<file path="config.mk">
export PLATFORM = sky130hd
export DESIGN_NAME = traffic_ctrl_n
export DESIGN_NICKNAME = d
export VERILOG_FILES = /design/src/rtl/traffic_ctrl_n.sv
export SDC_FILE = /design/constraint.sdc
export NUM_CORES = 1
export LEC_CHECK = 0
export ABC_AREA = 1
export BUFFER_PORTS_ARGS = -buffer_cell sky130_fd_sc_hd__buf_2
export CAP_MARGIN = 10
export CORE_MARGIN = 8
export CORE_UTILIZATION = 25
export CTS_CLUSTER_SIZE = 8
export DETAILED_ROUTE_END_ITERATION = 8
export GPL_TIMING_DRIVEN = 0
export PLACE_DENSITY_LB_ADDON = 0.05
export REMOVE_ABC_BUFFERS = 1
export SYNTH_ARGS = -nofsm -noshare
export SYNTH_HDL_FRONTEND = slang
export SYNTH_SLANG_ARGS = --single-unit
</file>
<file path="constraint.sdc">
create_clock -name clk -period 4.3 [get_ports clk]
set_clock_uncertainty 0.1 [all_clocks]
set_input_delay 0.645 -clock clk [delete_from_list [all_inputs] [get_ports clk]]
set_output_delay 0.645 -clock clk [all_outputs]
set_load 0.02 [all_outputs]
</file>
<file path="src/rtl/traffic_ctrl_n.sv">
// traffic_ctrl_n
// Round-robin traffic-signal controller for N_DIR approaches. One approach at a
// time owns the junction and steps through green, yellow and an optional
// all-red clearance. Green length is bounded below by MIN_GREEN and, when
// another approach is waiting, above by MAX_GREEN. An emergency request can cut
// a green short (pre-emption) or keep the requested approach green (hold).
// All light outputs are registered, so the controller is a pure Moore machine.
//
// Ports:
//   clk      - system clock, all state updates on the rising edge
//   Reset    - synchronous active-high reset, overrides everything
//   T        - per-approach traffic present flags
//   Emerg    - emergency pre-emption request
//   EmergDir - approach to pre-empt for; values >= N_DIR make Emerg ignored
//   L        - light pair per approach, L[2*i+1:2*i]: 0=green 1=yellow 2=red
//   CurDir   - approach currently owning green, yellow or clearance
module traffic_ctrl_n #(
  parameter int N_DIR       = 4,
  parameter int MIN_GREEN   = 4,
  parameter int MAX_GREEN   = 10,
  parameter int YELLOW_CYC  = 3,
  parameter int ALL_RED_CYC = 1,
  localparam int DIR_W = (N_DIR > 1) ? $clog2(N_DIR) : 1
) (
  input  logic                 clk,
  input  logic                 Reset,
  input  logic [N_DIR-1:0]     T,
  input  logic                 Emerg,
  input  logic [DIR_W-1:0]     EmergDir,
  output logic [2*N_DIR-1:0]   L,
  output logic [DIR_W-1:0]     CurDir
);

  localparam int CNT_TOP0 = (MAX_GREEN > YELLOW_CYC) ? MAX_GREEN : YELLOW_CYC;
  localparam int CNT_TOP  = (CNT_TOP0 > ALL_RED_CYC) ? CNT_TOP0 : ALL_RED_CYC;
  localparam int CNT_W    = $clog2(CNT_TOP + 1);

  // Last counter value of each timed interval.
  localparam logic [CNT_W-1:0] GREEN_MIN_LAST = CNT_W'(MIN_GREEN - 1);
  localparam logic [CNT_W-1:0] GREEN_MAX_LAST = CNT_W'(MAX_GREEN - 1);
  localparam logic [CNT_W-1:0] YELLOW_LAST    = CNT_W'(YELLOW_CYC - 1);
  localparam logic [CNT_W-1:0] ALLRED_LAST    = CNT_W'(ALL_RED_CYC - 1);

  localparam logic [1:0] LT_GREEN  = 2'b00;
  localparam logic [1:0] LT_YELLOW = 2'b01;
  localparam logic [1:0] LT_RED    = 2'b10;

  typedef enum logic [1:0] {
    ST_GREEN  = 2'd0,
    ST_YELLOW = 2'd1,
    ST_ALLRED = 2'd2
  } state_t;

  state_t                state_r, state_nxt_s;
  logic [DIR_W-1:0]      cur_r, cur_nxt_s;
  logic [CNT_W-1:0]      cnt_r, cnt_nxt_s;
  logic [2*N_DIR-1:0]    light_r, light_nxt_s;
  logic                  other_s;
  logic                  emv_s;
  logic                  hold_s;
  logic                  preempt_s;
  logic                  go_yellow_s;
  logic [DIR_W-1:0]      sel_dir_s;
  logic [31:0]           emerg_dir_ext_s;

  // Light pattern for a given state and owning approach; non-owners are red.
  function automatic logic [2*N_DIR-1:0] lights(input state_t st,
                                                input logic [DIR_W-1:0] cur);
    logic [2*N_DIR-1:0] r;
    r = {N_DIR{LT_RED}};
    for (int i = 0; i < N_DIR; i++) begin
      if (i == int'(cur)) begin
        case (st)
          ST_GREEN:  r[2*i +: 2] = LT_GREEN;
          ST_YELLOW: r[2*i +: 2] = LT_YELLOW;
          default:   r[2*i +: 2] = LT_RED;
        endcase
      end else begin
        r[2*i +: 2] = LT_RED;
      end
    end
    return r;
  endfunction

  // True when some approach other than cur has traffic.
  function automatic logic any_other(input logic [DIR_W-1:0] cur,
                                     input logic [N_DIR-1:0] t);
    logic r;
    r = 1'b0;
    for (int j = 0; j < N_DIR; j++) begin
      if ((j != int'(cur)) && t[j]) begin
        r = 1'b1;
      end else begin
        r = r;
      end
    end
    return r;
  endfunction

  // Round-robin pick: first requesting approach after cur, cur itself last;
  // with no requests at all the turn simply passes to cur+1.
  function automatic logic [DIR_W-1:0] rr_pick(input logic [DIR_W-1:0] cur,
                                               input logic [N_DIR-1:0] t);
    logic [DIR_W-1:0] r;
    logic             found;
    int               idx;
    r     = DIR_W'((int'(cur) + 1) % N_DIR);
    found = 1'b0;
    for (int s = 1; s <= N_DIR; s++) begin
      idx = (int'(cur) + s) % N_DIR;
      if (!found && t[idx]) begin
        r     = DIR_W'(idx);
        found = 1'b1;
      end else begin
        found = found;
      end
    end
    return r;
  endfunction

  // Decode emergency request, competing demand and the green exit condition.
  always_comb begin
    emerg_dir_ext_s = 32'(EmergDir);
    emv_s           = Emerg && (emerg_dir_ext_s < 32'(N_DIR));
    hold_s          = emv_s && (EmergDir == cur_r);
    preempt_s       = emv_s && (EmergDir != cur_r);
    other_s         = any_other(cur_r, T);
    go_yellow_s     = preempt_s ||
                      (!hold_s && other_s &&
                       ((!T[cur_r] && (cnt_r >= GREEN_MIN_LAST)) ||
                        (cnt_r >= GREEN_MAX_LAST)));
    if (emv_s) begin
      sel_dir_s = EmergDir;
    end else begin
      sel_dir_s = rr_pick(cur_r, T);
    end
  end

  // Next-state, next-owner, interval counter and next light pattern.
  always_comb begin
    state_nxt_s = state_r;
    cur_nxt_s   = cur_r;
    cnt_nxt_s   = cnt_r + CNT_W'(1);
    case (state_r)
      ST_GREEN: begin
        if (go_yellow_s) begin
          state_nxt_s = ST_YELLOW;
          cnt_nxt_s   = {CNT_W{1'b0}};
        end else if (cnt_r >= GREEN_MAX_LAST) begin
          cnt_nxt_s = cnt_r;  // saturate: keeps the max-green test armed
        end else begin
          cnt_nxt_s = cnt_r + CNT_W'(1);
        end
      end
      ST_YELLOW: begin
        if (cnt_r == YELLOW_LAST) begin
          cnt_nxt_s = {CNT_W{1'b0}};
          if (ALL_RED_CYC > 0) begin
            state_nxt_s = ST_ALLRED;
          end else begin
            state_nxt_s = ST_GREEN;
            cur_nxt_s   = sel_dir_s;
          end
        end else begin
          cnt_nxt_s = cnt_r + CNT_W'(1);
        end
      end
      ST_ALLRED: begin
        if (cnt_r == ALLRED_LAST) begin
          state_nxt_s = ST_GREEN;
          cur_nxt_s   = sel_dir_s;
          cnt_nxt_s   = {CNT_W{1'b0}};
        end else begin
          cnt_nxt_s = cnt_r + CNT_W'(1);
        end
      end
      default: begin
        // Unreachable encoding: fall back to the reset condition.
        state_nxt_s = ST_GREEN;
        cur_nxt_s   = {DIR_W{1'b0}};
        cnt_nxt_s   = {CNT_W{1'b0}};
      end
    endcase
    light_nxt_s = lights(state_nxt_s, cur_nxt_s);
  end

  // State, owner, counter and light registers with synchronous reset.
  always_ff @(posedge clk) begin
    if (Reset) begin
      state_r <= ST_GREEN;
      cur_r   <= {DIR_W{1'b0}};
      cnt_r   <= {CNT_W{1'b0}};
      light_r <= lights(ST_GREEN, {DIR_W{1'b0}});
    end else begin
      state_r <= state_nxt_s;
      cur_r   <= cur_nxt_s;
      cnt_r   <= cnt_nxt_s;
      light_r <= light_nxt_s;
    end
  end

  assign L      = light_r;
  assign CurDir = cur_r;

endmodule

</file>
Word level (Yosys, flattened, before mapping) --
Index checks and enable logic that the tools add are counted.
Cells by class: add/sub/neg operators 5, order comparisons 7, eq/ne operators 13, multiplexer cells 41, bitwise operators 8, reductions and logical operators 33
Operators by type and width (count):
- $mux 1 | 19
- $mux 2 | 9
- $reduce_or 2->1 | 9
- $lt 3x4->1 const B | 4
- $mux 4 | 4
- $logic_and 1x1->1 | 12
- $pmux 4 s3 | 1
- $bmux 1 s2 | 5
- $pmux 2 s2 | 2
- $logic_not 2->1 | 3
- $pmux 2 s3 | 1
- $logic_not 1->1 | 5
- $add 2x1->2 const B | 2
- $add 2x2->2 const B | 2
- $add 4x1->4 const B | 1
- $and 1x1->1 const A | 4
- $eq 2x1->1 const B | 2
- $eq 2x2->1 const A | 2
- $eq 4x2->1 const B | 1
- $ge 4x2->1 const B | 1
- $ge 4x4->1 const B | 1
- $logic_not 4->1 | 1
- $ne 2x2->1 const A | 2
- $not 1->1 | 4
- other kinds (9) | 10
Storage, ports and cells: register bits after elaboration 16, input port bits 9, output and inout port bits 10, word-level logic and storage cells 115

Longest topological paths before layout --
Gate-level depths: netlist (run 1).
word-level depth 25, mapped depth 17, depth with buffers taken out 15

Worst setup path before layout (run 1) --
OpenSTA, ideal clock, no wires.
path kind flip-flop to flip-flop, start register cur_r[0], in the netlist CurDir[0], end register light_r[3], in the netlist L[3], library setup time 0.127 ns, arrival time 2.085 ns, required time 4.073 ns, slack 1.988 ns, stages on the path, launching flop included 17, path buffers 2, period minus slack after synthesis 2.312 ns, path through dfxtp_1 buf_6 inv_2 buf_6 ha_1 inv_1 nand3_2 nand2_4 nand2_4 nor2_4 inv_1 nand2_1 nand3_2 nand2_2 a21oi_4 nor2_4 nand3_1
Between the ends: longest elaborated chain between the ends 23, elaborated cells between the ends (all ways) 67, those cells by class add/sub (4); eq/ne (7); mux (33); bitwise (1); reduce/logical (22)
RTL lines:
- from (decl) | RTL line 55 | logic [DIR_W-1:0] cur_r, cur_nxt_s;
- from (signal assigned) | RTL line 191 | cur_r <= {DIR_W{1'b0}};
- from (signal assigned) | RTL line 196 | cur_r <= cur_nxt_s;
- $add 2x1->2 | RTL line 107, 110
- $bmux 1 s2 | RTL line 111 | if (!found && t[idx]) begin
- $mux 1 (not written as such) (2 in series) | RTL line 111
- $mux 1 | RTL line 111
- $mux 1 | RTL line 132 | if (emv_s) begin
- $logic_not 1->1 | RTL line 111
- $logic_and 1x1->1 | RTL line 111
- $mux 1 | RTL line 111
- [6 not listed]
- $logic_and 1x1->1 | RTL line 111
- $mux 2 | RTL line 111
- $mux 2 | RTL line 132
- $mux 2 | RTL line 169 | if (cnt_r == ALLRED_LAST) begin
- $pmux 2 s2 | RTL line 144 | case (state_r)
- $eq 2x2->1 | RTL line 72 | if (i == int'(cur)) begin
- $not 1->1 (no line)
- $reduce_or 2->1 (no line)
- to (signal assigned) | RTL line 193 | light_r <= lights(ST_GREEN, {DIR_W{1'b0}});
- to (signal assigned) | RTL line 198 | light_r <= light_nxt_s;
- to (decl) | RTL line 57 | logic [2*N_DIR-1:0] light_r, light_nxt_s;
Parallel ways exist; a longest one is shown, timed or not. The select of a mux whose other input is x is not followed. A chain may end at the register's enable or synchronous reset.

Worst setup path in the final report (run 1) --
start register cur_r[0], in the netlist CurDir[0], end register light_r[2], in the netlist L[2]
The elaborated chain is that of the path after synthesis.

==> results of run 1 <==
power by group:
| part | total (mW) | internal (mW) | leakage (nW) | switching, mW |
|---|---|---|---|---|
| Clock | 0.134 | 0.0812 | 0.0288 | 0.0528 |
| Sequential | 0.162 | 0.155 | 0.130 | 0.00655 |
| Combinational | 0.0994 | 0.0340 | 0.596 | 0.0654 |
flip-flops by register name (all words and copies together), names as in the netlist:
name     count
L            8
state_r      2
cnt_r        4
CurDir       2
cell type report:
cell class | instances | area share [%]
Sequential cell | 16 | 22.2
Timing Repair Buffer | 18 | 6.23
Tap cell | 67 | 5.80
Multi-Input combinational cell | 143 | 54.2
Clock buffer | 4 | 3.81
Inverter | 30 | 7.79
synthesized netlist by cell type, drive strengths merged:
| cell | instances |
|---|---|
| a21oi | 9 |
| buf | 2 |
| dfxtp | 16 |
| ha | 8 |
| inv | 30 |
| nand2 | 57 |
| nand3 | 35 |
| nand3b | 4 |
| nor2 | 18 |
| nor3 | 1 |
| o211ai | 1 |
| o21ai | 4 |
| o22ai | 1 |
| or2 | 1 |
| xor2 | 4 |
layer usage:
| metal | vias to the layer above | wire length [µm] | track usage, % |
|---|---|---|---|
| li1 | 648 | - | - |
| met1 | 535 | 1480 | 10.1 |
| met2 | 14 | 1420 | 15.1 |
| met3 | 4 | 115 | 2.46 |
| met4 | 0 | 40 | 3.13 |
| met5 | - | 0 | 0 |
metrics by stage:
stage / area, µm² / cells / hold slack [ns] / setup slack, ns
2_1_floorplan: 1220 / 189 / 0.459 / 1.96
3_3_place_gp: 1390 / 274 / 0.518 / 1.68
3_5_place_dp: 1390 / 274 / 0.525 / 1.68
4_1_cts: 1450 / 278 / 0.537 / 1.67
5_1_grt: 1450 / 278 / 0.571 / 1.47
6_report: 1450 / 278 / 0.531 / 1.67
kinds of logic after synthesis:
| group | count (synthesis) | share of synthesized area, % |
|---|---|---|
| buffers and inverters | 32 | 10.9 |
| adders and majority gates | 8 | 8.08 |
| AOI/OAI and AO/OA | 15 | 7.27 |
| DFF | 16 | 25.9 |
| xor gates and xnor gates | 4 | 2.83 |
| and+or+nand+nor | 116 | 45.1 |
worst paths after layout:
kind | end | slack [ns] | cells past startpoint
worst min-delay path | cnt_r[2] | 0.53 | 4
worst min register to register | cnt_r[2] | 0.53 | 4
worst max register to register | L[2] | 1.67 | 13
worst max-delay path | L[2] | 1.67 | 13
worst register-to-register path, stage by stage (launching register included):
cell and delay, ns:
dfxtp_1 0.62, inv_2 0.23, ha_1 0.40, inv_1 0.14, nand3_2 0.11, nand2_4 0.10
nand2_4 0.06, nor2_4 0.13, a21oi_1 0.07, nand2_1 0.06, nand2_1 0.06, a21oi_1 0.29
nand3_1 0.11, nor2_1 0.09
==> impl_metrics.yaml, run 1 <==
run_status:
  status: "finished clean"
detailed_routing:
  drc: 0
  route.detailed.wl_per_inst_um: 11.0
  firstDrtPassIters: 4
  vias: 1201
  vias_per_cell: 4.32
  ant_nets: 0
  routed_wl_um: 3060
  first_iter_violations: 57
clock_tree:
  postCtsSetupRepairBufs: 0
  cts_resized: 0
  clock_sinks: 16
  htreeDepth: 1
  cts_buffers: 3
  clock_path_buffers: 2
  cts_tree: "done"
  cts_root_buffer: "clkbuf_8"
  insertion_delay_ns: 0.25
  cts_hold_buffers: 0
  clkTransAtPathRegs_ns: 0.07
yosys:
  yosysSeqAreaShare_pct: 25.9
  synth_top_area_share_pct: 25.9
  synth_seq_cells: 16
  syn_area_per_cell_um2: 6.49
  ys_top_cells_by_area: "dfxtp_1, nand2_1, nand3_1"
  synth_area_um2: 1240
  yosysWarnings: 0
  synthCells: 191
  synth_top_cell_by_area: "dfxtp_1"
  yosysUniqueCellTypes: 21
sta:
  slew_violations: 0
  setup-tns-final_ns: 0
  max_freq_ghz: 0.380
  hold_viol: 0
  post-route-period-util_pct: 61.2
  rsz0062_at_grt: "false"
  fin_crit_ns: 2.63
  setup_viol: 0
  worst_slew_pin_slew_ns: 0.478
  slew_headroom_pct: 68.1
finish:
  multi_input_area_um2: 783
  final_nets: 229
  diodes: 0
  drive_above_1_share_pct: 17.5
  most-common-layout-cells: "nand2_1, nand3_1, inv_1, buf_2"
  layout_commonest_cell: "nand2_1"
  syn_to_final_growth_pct: 16.7
  final_util_pct: 30.4
  register_area_um2: 320
  fillCellCount: 553
die:
  pin_count: 19
  die_h_um: 86.4
  dieArea_um2: 7460
  core_area_um2: 4750
  rows: 25
  initial_core_util_pct: 26.1
  chipWidth_um: 86.4
min_path:
  hold_start: "cnt_r[2]"
  hold_path_class: "reg2reg"
critical_path:
  critPathSlowestCell: "dfxtp_1"
  cpPeakStageDelay_ns: 0.62
  cp.required_ns: 4.39
  cp-start-kind: "register"
  critPathKind: "reg2reg"
  crit_path_start: "CurDir[0]"
  path_buf_inv: 2
  endpoint_kind: "register"
  r2r-start: "CurDir[0]"
  critical_path_peak_fanout: 12
  arrival_ns: 2.72
  cp_cell_sequence: "inv_2 > ha_1 > inv_1 > nand3_2 > nand2_4 > nand2_4 > nor2_4 > a21oi_1 > nand2_1 > nand2_1 > a21oi_1 > nand3_1 > nor2_1"
  crit_family: "simple AND/OR/NAND/NOR gates"
power_and_ir_drop:
  p_total_mw: 0.395
  p_leak_nw: 0.754
  cellPowerDensity_nw_per_um2: 273
  peakVddDrop_mv: 0.167
place:
  place_hpwl_um: 2520
  gp_congestion: 0.830
  portBuffers: 18
grt:
  grt.total_usage_pct: 8.77
  overflow: 0
  grt_start_max_net_pins: 13
  first_global_vias: 1186
  grt_first_pass_wirelength_um: 5270
  antenna_found_initial: 0
job:
  drv_cap: 0
Power figures use the tool's default switching activity.
==> run 2, diff against run 1 <==
==> constraint.sdc (replaced) <==
create_clock -name clk -period 2.15 [get_ports clk]
set_clock_uncertainty 0.1 [all_clocks]
set_input_delay 0.3225 -clock clk [delete_from_list [all_inputs] [get_ports clk]]
set_output_delay 0.3225 -clock clk [all_outputs]
set_load 0.02 [all_outputs]
==> run 2 against run 1 <==
Hold slack got worse by 0.28 ns. Cell area increased by 5.4%. Register-to-register slack got worse by 1.5 ns. Sequential power increased by 98%. Routed wire length increased by 2.3%. Non-clock buffer count increased by 4. Die area unchanged. Critical path type unchanged. Highest routed layer unchanged.
==> impl_metrics.yaml, run 2 (synthesis gave the netlist of run 1 again) <==
power_and_ir_drop:
  p_total_mw: 0.798
  peakVddDrop_mv: 0.335
  cellPowerDensity_nw_per_um2: 524
  p_leak_nw: 0.786
finish:
  largest_reg_flops: 8
  fillCellCount: 543
  syn_to_final_growth_pct: 22.9
  finalNonFillerCells: 282
  layout_commonest_cell: "nand2_1"
  final_nets: 233
  diodes: 0
  final_util_pct: 32.0
  drive_above_1_share_pct: 23.3
  most-common-layout-cells: "nand2_1, nand3_1, inv_1, buf_2, nor2_1"
  postLayoutCellArea_um2: 1520
grt:
  grt_first_pass_wirelength_um: 5330
  grt.total_usage_pct: 8.85
  antenna_found_initial: 0
  first_global_vias: 1200
  overflow: 0
  grt_start_max_net_pins: 13
place:
  dp_slack_ns: -0.467
  post_dp_cell_area_um2: 1390
  placedCellCount: 274
  portBuffers: 18
  place_hpwl_um: 2520
  gp_congestion: 0.830
critical_path:
  cp.required_ns: 2.20
  cp-start-kind: "register"
  arrival_ns: 2.06
  crit_end: "cnt_r[2]"
  endpoint_kind: "register"
  crit_path_start: "CurDir[0]"
  r2r_setup_slack_ns: 0.14
  critPathKind: "reg2reg"
  critical_path_peak_fanout: 11
  ff2ff_path_depth: 11
  r2r_end: "cnt_r[2]"
  r2r-start: "CurDir[0]"
die:
  chipWidth_um: 86.4
  initial_core_util_pct: 26.1
  rows: 25
  core_area_um2: 4750
  dieArea_um2: 7460
  die_h_um: 86.4
  pin_count: 19
job:
  drv_cap: 0
sta:
  hold_viol: 0
  setup_slack_ns: 0.137
  slew_headroom_pct: 75.9
  fin_crit_ns: 2.01
  setup_viol: 0
  setup-tns-final_ns: 0
  holdWs_ns: 0.249
  max_freq_ghz: 0.497
  post-route-period-util_pct: 93.6
  worst_slew_pin_slew_ns: 0.360
  slew_violations: 0
detailed_routing:
  route.detailed.wl_per_inst_um: 11.1
  firstDrtPassIters: 4
  vias_per_cell: 4.38
  ant_nets: 0
  routed_wl_um: 3130
  vias: 1235
  first_iter_violations: 49
  drc: 0
min_path:
  hold_path_class: "in2reg"
clock_tree:
  clkTransAtPathRegs_ns: 0.07
  cts_root_buffer: "clkbuf_8"
  clock_path_buffers: 2
  htreeDepth: 1
  clock_sinks: 16
  cts_hold_buffers: 0
  cts_buffers: 3
  cts_tree: "done"
  insertion_delay_ns: 0.25
run_status:
  status: "finished clean"
==> run 2: how the worst min path moves through the flow <==
| stage | start | endpoint | slack (ns) | depth (start not counted) |
|---|---|---|---|---|
| after floorplan | Reset | L[1] | 0.29 | 1 |
| after global placement | Reset | L[1] | 0.52 | 2 |
| after detailed placement | Reset | CurDir[0] | 0.52 | 2 |
| after CTS | Reset | CurDir[0] | 0.24 | 2 |
| after global routing | Reset | CurDir[0] | 0.25 | 2 |
| final | Reset | CurDir[0] | 0.25 | 2 |
==> run 2: layout make-up <==
| cell class | count | area [µm²] | area share (%) |
|---|---|---|---|
| Timing Repair Buffer | 22 | 131 | 8.63 |
| Inverter | 30 | 120 | 7.89 |
| Tap cell | 67 | 83.8 | 5.51 |
| Sequential cell | 16 | 329 | 21.6 |
| Multi-Input combinational cell | 143 | 803 | 52.8 |
| Clock buffer | 4 | 55.1 | 3.62 |
==> run 2: what timing repair did <==
| action | 4_1_cts | 5_1_grt |
|---|---|---|
| setup buffers | 2 | 2 |
| endpoints found under the setup margin | 14 | 12 |
| pin swaps | 0 | 3 |
| resized for setup | 8 | 10 |
==> run 2: routing by layer <==
layer  vias up  wire length, µm  part of all wire, %  GRT usage [%]
met4         0               59                  1.9           3.13
met5         -                0                    0              0
met2        18             1450                   46           15.1
met1       552             1470                   47           10.2
li1        658                -                    -              -
met3         7              145                  4.6           2.46
==> run 2: worst max-delay path, cell delays in order, from the launching register on <==
cell	delay (ns)
dfxtp_4	0.36
buf_8	0.14
ha_1	0.19
or2_2	0.30
o21ai_2	0.06
o211ai_1	0.11
nand2_1	0.11
inv_2	0.06
nand3b_1	0.21
nand3b_1	0.13
nand3_1	0.10
inv_1	0.04
==> run 2: power breakdown <==
part | internal, mW | switching [mW] | leakage [nW]
Clock | 0.162 | 0.104 | 0.0288
Sequential | 0.309 | 0.0125 | 0.132
Combinational | 0.0745 | 0.136 | 0.625
==> run 3, diff against run 2 <==
--- a/config.mk
+++ b/config.mk
@@ -8,6 +8,8 @@
 export ABC_AREA = 1
 export BUFFER_PORTS_ARGS = -buffer_cell sky130_fd_sc_hd__buf_2
 export CAP_MARGIN = 10
+export CELL_PAD_IN_SITES_DETAIL_PLACEMENT = 0
+export CELL_PAD_IN_SITES_GLOBAL_PLACEMENT = 1
 export CORE_MARGIN = 8
 export CORE_UTILIZATION = 25
 export CTS_CLUSTER_SIZE = 8
==> run 3 against run 2 <==
Sequential share of layout area down 0.67 points. Register-to-register slack better by 0.04 ns. Global-route usage rose by 0.66 points. Total power is 1.2% higher. Critical path depth unchanged. Core utilization up 0.89 points. Count of clock-buffer cells in the layout stayed put. Fmax rose by 2.0%. Non-clock buffer count increased by 5. Via count is 0.73% lower. Sequential power barely moved. Final cell count up 1.8%.
==> impl_metrics.yaml, run 3 (synthesis gave the netlist of run 1 again) <==
die:
  pin_count: 19
  dieArea_um2: 7460
  core_area_um2: 4750
  initial_core_util_pct: 26.1
  rows: 25
  chipWidth_um: 86.4
  die_h_um: 86.4
clock_tree:
  insertion_delay_ns: 0.25
  cts_tree: "done"
  clock_sinks: 16
  htreeDepth: 1
  cts_root_buffer: "clkbuf_8"
  clkTransAtPathRegs_ns: 0.07
  cts_buffers: 3
  clock_path_buffers: 2
sta:
  worst_slew_pin_slew_ns: 0.386
  max_freq_ghz: 0.507
  hold_viol: 0
  slew_violations: 0
  rsz0062_at_grt: "true"
  fin_crit_ns: 1.97
  setup_slack_ns: 0.177
  slew_headroom_pct: 74.2
  post-route-period-util_pct: 91.8
  setup_viol: 0
finish:
  final_util_pct: 32.9
  register_area_um2: 328
  multi_input_area_um2: 806
  final_nets: 238
  largest_reg_flops: 8
  diodes: 0
  layout_commonest_cell: "nand2_1"
  fillCellCount: 553
  most-common-layout-cells: "nand2_1, nand3_1, inv_1, buf_2, nor2_1"
  drive_above_1_share_pct: 25.0
  syn_to_final_growth_pct: 26.4
grt:
  grt_start_max_net_pins: 13
  overflow: 0
  grt.total_usage_pct: 9.51
  grt_first_pass_wirelength_um: 5760
  first_global_vias: 1264
  antenna_found_initial: 0
detailed_routing:
  routed_wl_um: 3340
  firstDrtPassIters: 4
  first_iter_violations: 47
  vias_per_cell: 4.27
  drc: 0
  route.detailed.wl_per_inst_um: 11.6
  ant_nets: 0
  vias: 1226
critical_path:
  cp-start-kind: "register"
  arrival_ns: 2.03
  endpoint_kind: "register"
  critPathKind: "reg2reg"
  critical_path_peak_fanout: 7
  cp.required_ns: 2.20
power_and_ir_drop:
  peakVddDrop_mv: 0.376
  p_leak_nw: 0.809
  cellPowerDensity_nw_per_um2: 516
place:
  gp_congestion: 0.812
  place_hpwl_um: 2620
  portBuffers: 18
  dp_slack_ns: -0.466
job:
  drv_cap: 0
min_path:
  hold_path_class: "in2reg"
run_status:
  status: "finished clean"
[run 3: cell count changes in the layout (fill, tap and decap cells not counted), sizes merged]
cell      previous run  this run
clkinvlp             0         1
buf                 22        27
inv                 30        29
[run 3: final cells by class]
class / count / area share, %
Clock buffer: 4 / 3.52
Timing Repair Buffer: 27 / 10.8
Inverter: 30 / 7.91
Tap cell: 67 / 5.36
Sequential cell: 16 / 20.9
Multi-Input combinational cell: 143 / 51.5
[run 3: worst max-delay path: stages, from the launching register on]
cell and delay (ns):
dfxtp_4 0.37, clkinvlp_4 0.10, buf_4 0.17, ha_1 0.18, o22ai_1 0.18, o211ai_1 0.11, nand2_1 0.12, inv_2 0.06
nand3b_1 0.23, nand3b_1 0.12, nand3_1 0.10, inv_1 0.04
[run 3: repair_timing]
action	in CTS	in global routing
hold buffers	0	0
gates resized for setup	8	11
setup endpoints to repair	14	12
buffers inserted	4	5
pin swaps	0	5
[run 3: per-layer routing]
| layer | GRT usage, % | wire (µm) |
|---|---|---|
| met5 | 0 | 0 |
| met4 | 2.97 | 21 |
| met3 | 2.08 | 102 |
| met2 | 17.2 | 1650 |
| met1 | 10.7 | 1570 |
[run 3: per-stage QoR]
step           hold WS (ns)  TNS [ns]  total power [mW]  instance area, µm²  instances
6_report              0.243         0             0.808                1570        287
5_1_grt               0.246   -0.0442             0.865                1570        287
4_1_cts               0.233         0             0.814                1490        282
3_5_place_dp          0.516     -4.82             0.531                1390        274
3_3_place_gp          0.516     -4.55             0.531                1390        274
2_1_floorplan         0.295     -1.71             0.476                1220        189
[run 3: final timing paths]
check	start	to	slack [ns]	cells past startpoint
setup / recovery	CurDir[1]	cnt_r[2]	0.18	11
hold / removal	Reset	CurDir[0]	0.24	2
setup reg to reg	CurDir[1]	cnt_r[2]	0.18	11
hold reg to reg	cnt_r[2]	cnt_r[2]	0.52	4
[run 3: power by group]
| group | switching, mW | internal, mW |
|---|---|---|
| sequential | 0.0134 | 0.308 |
| clock | 0.113 | 0.163 |
| combinational | 0.135 | 0.0760 |
| total | 0.261 | 0.547 |
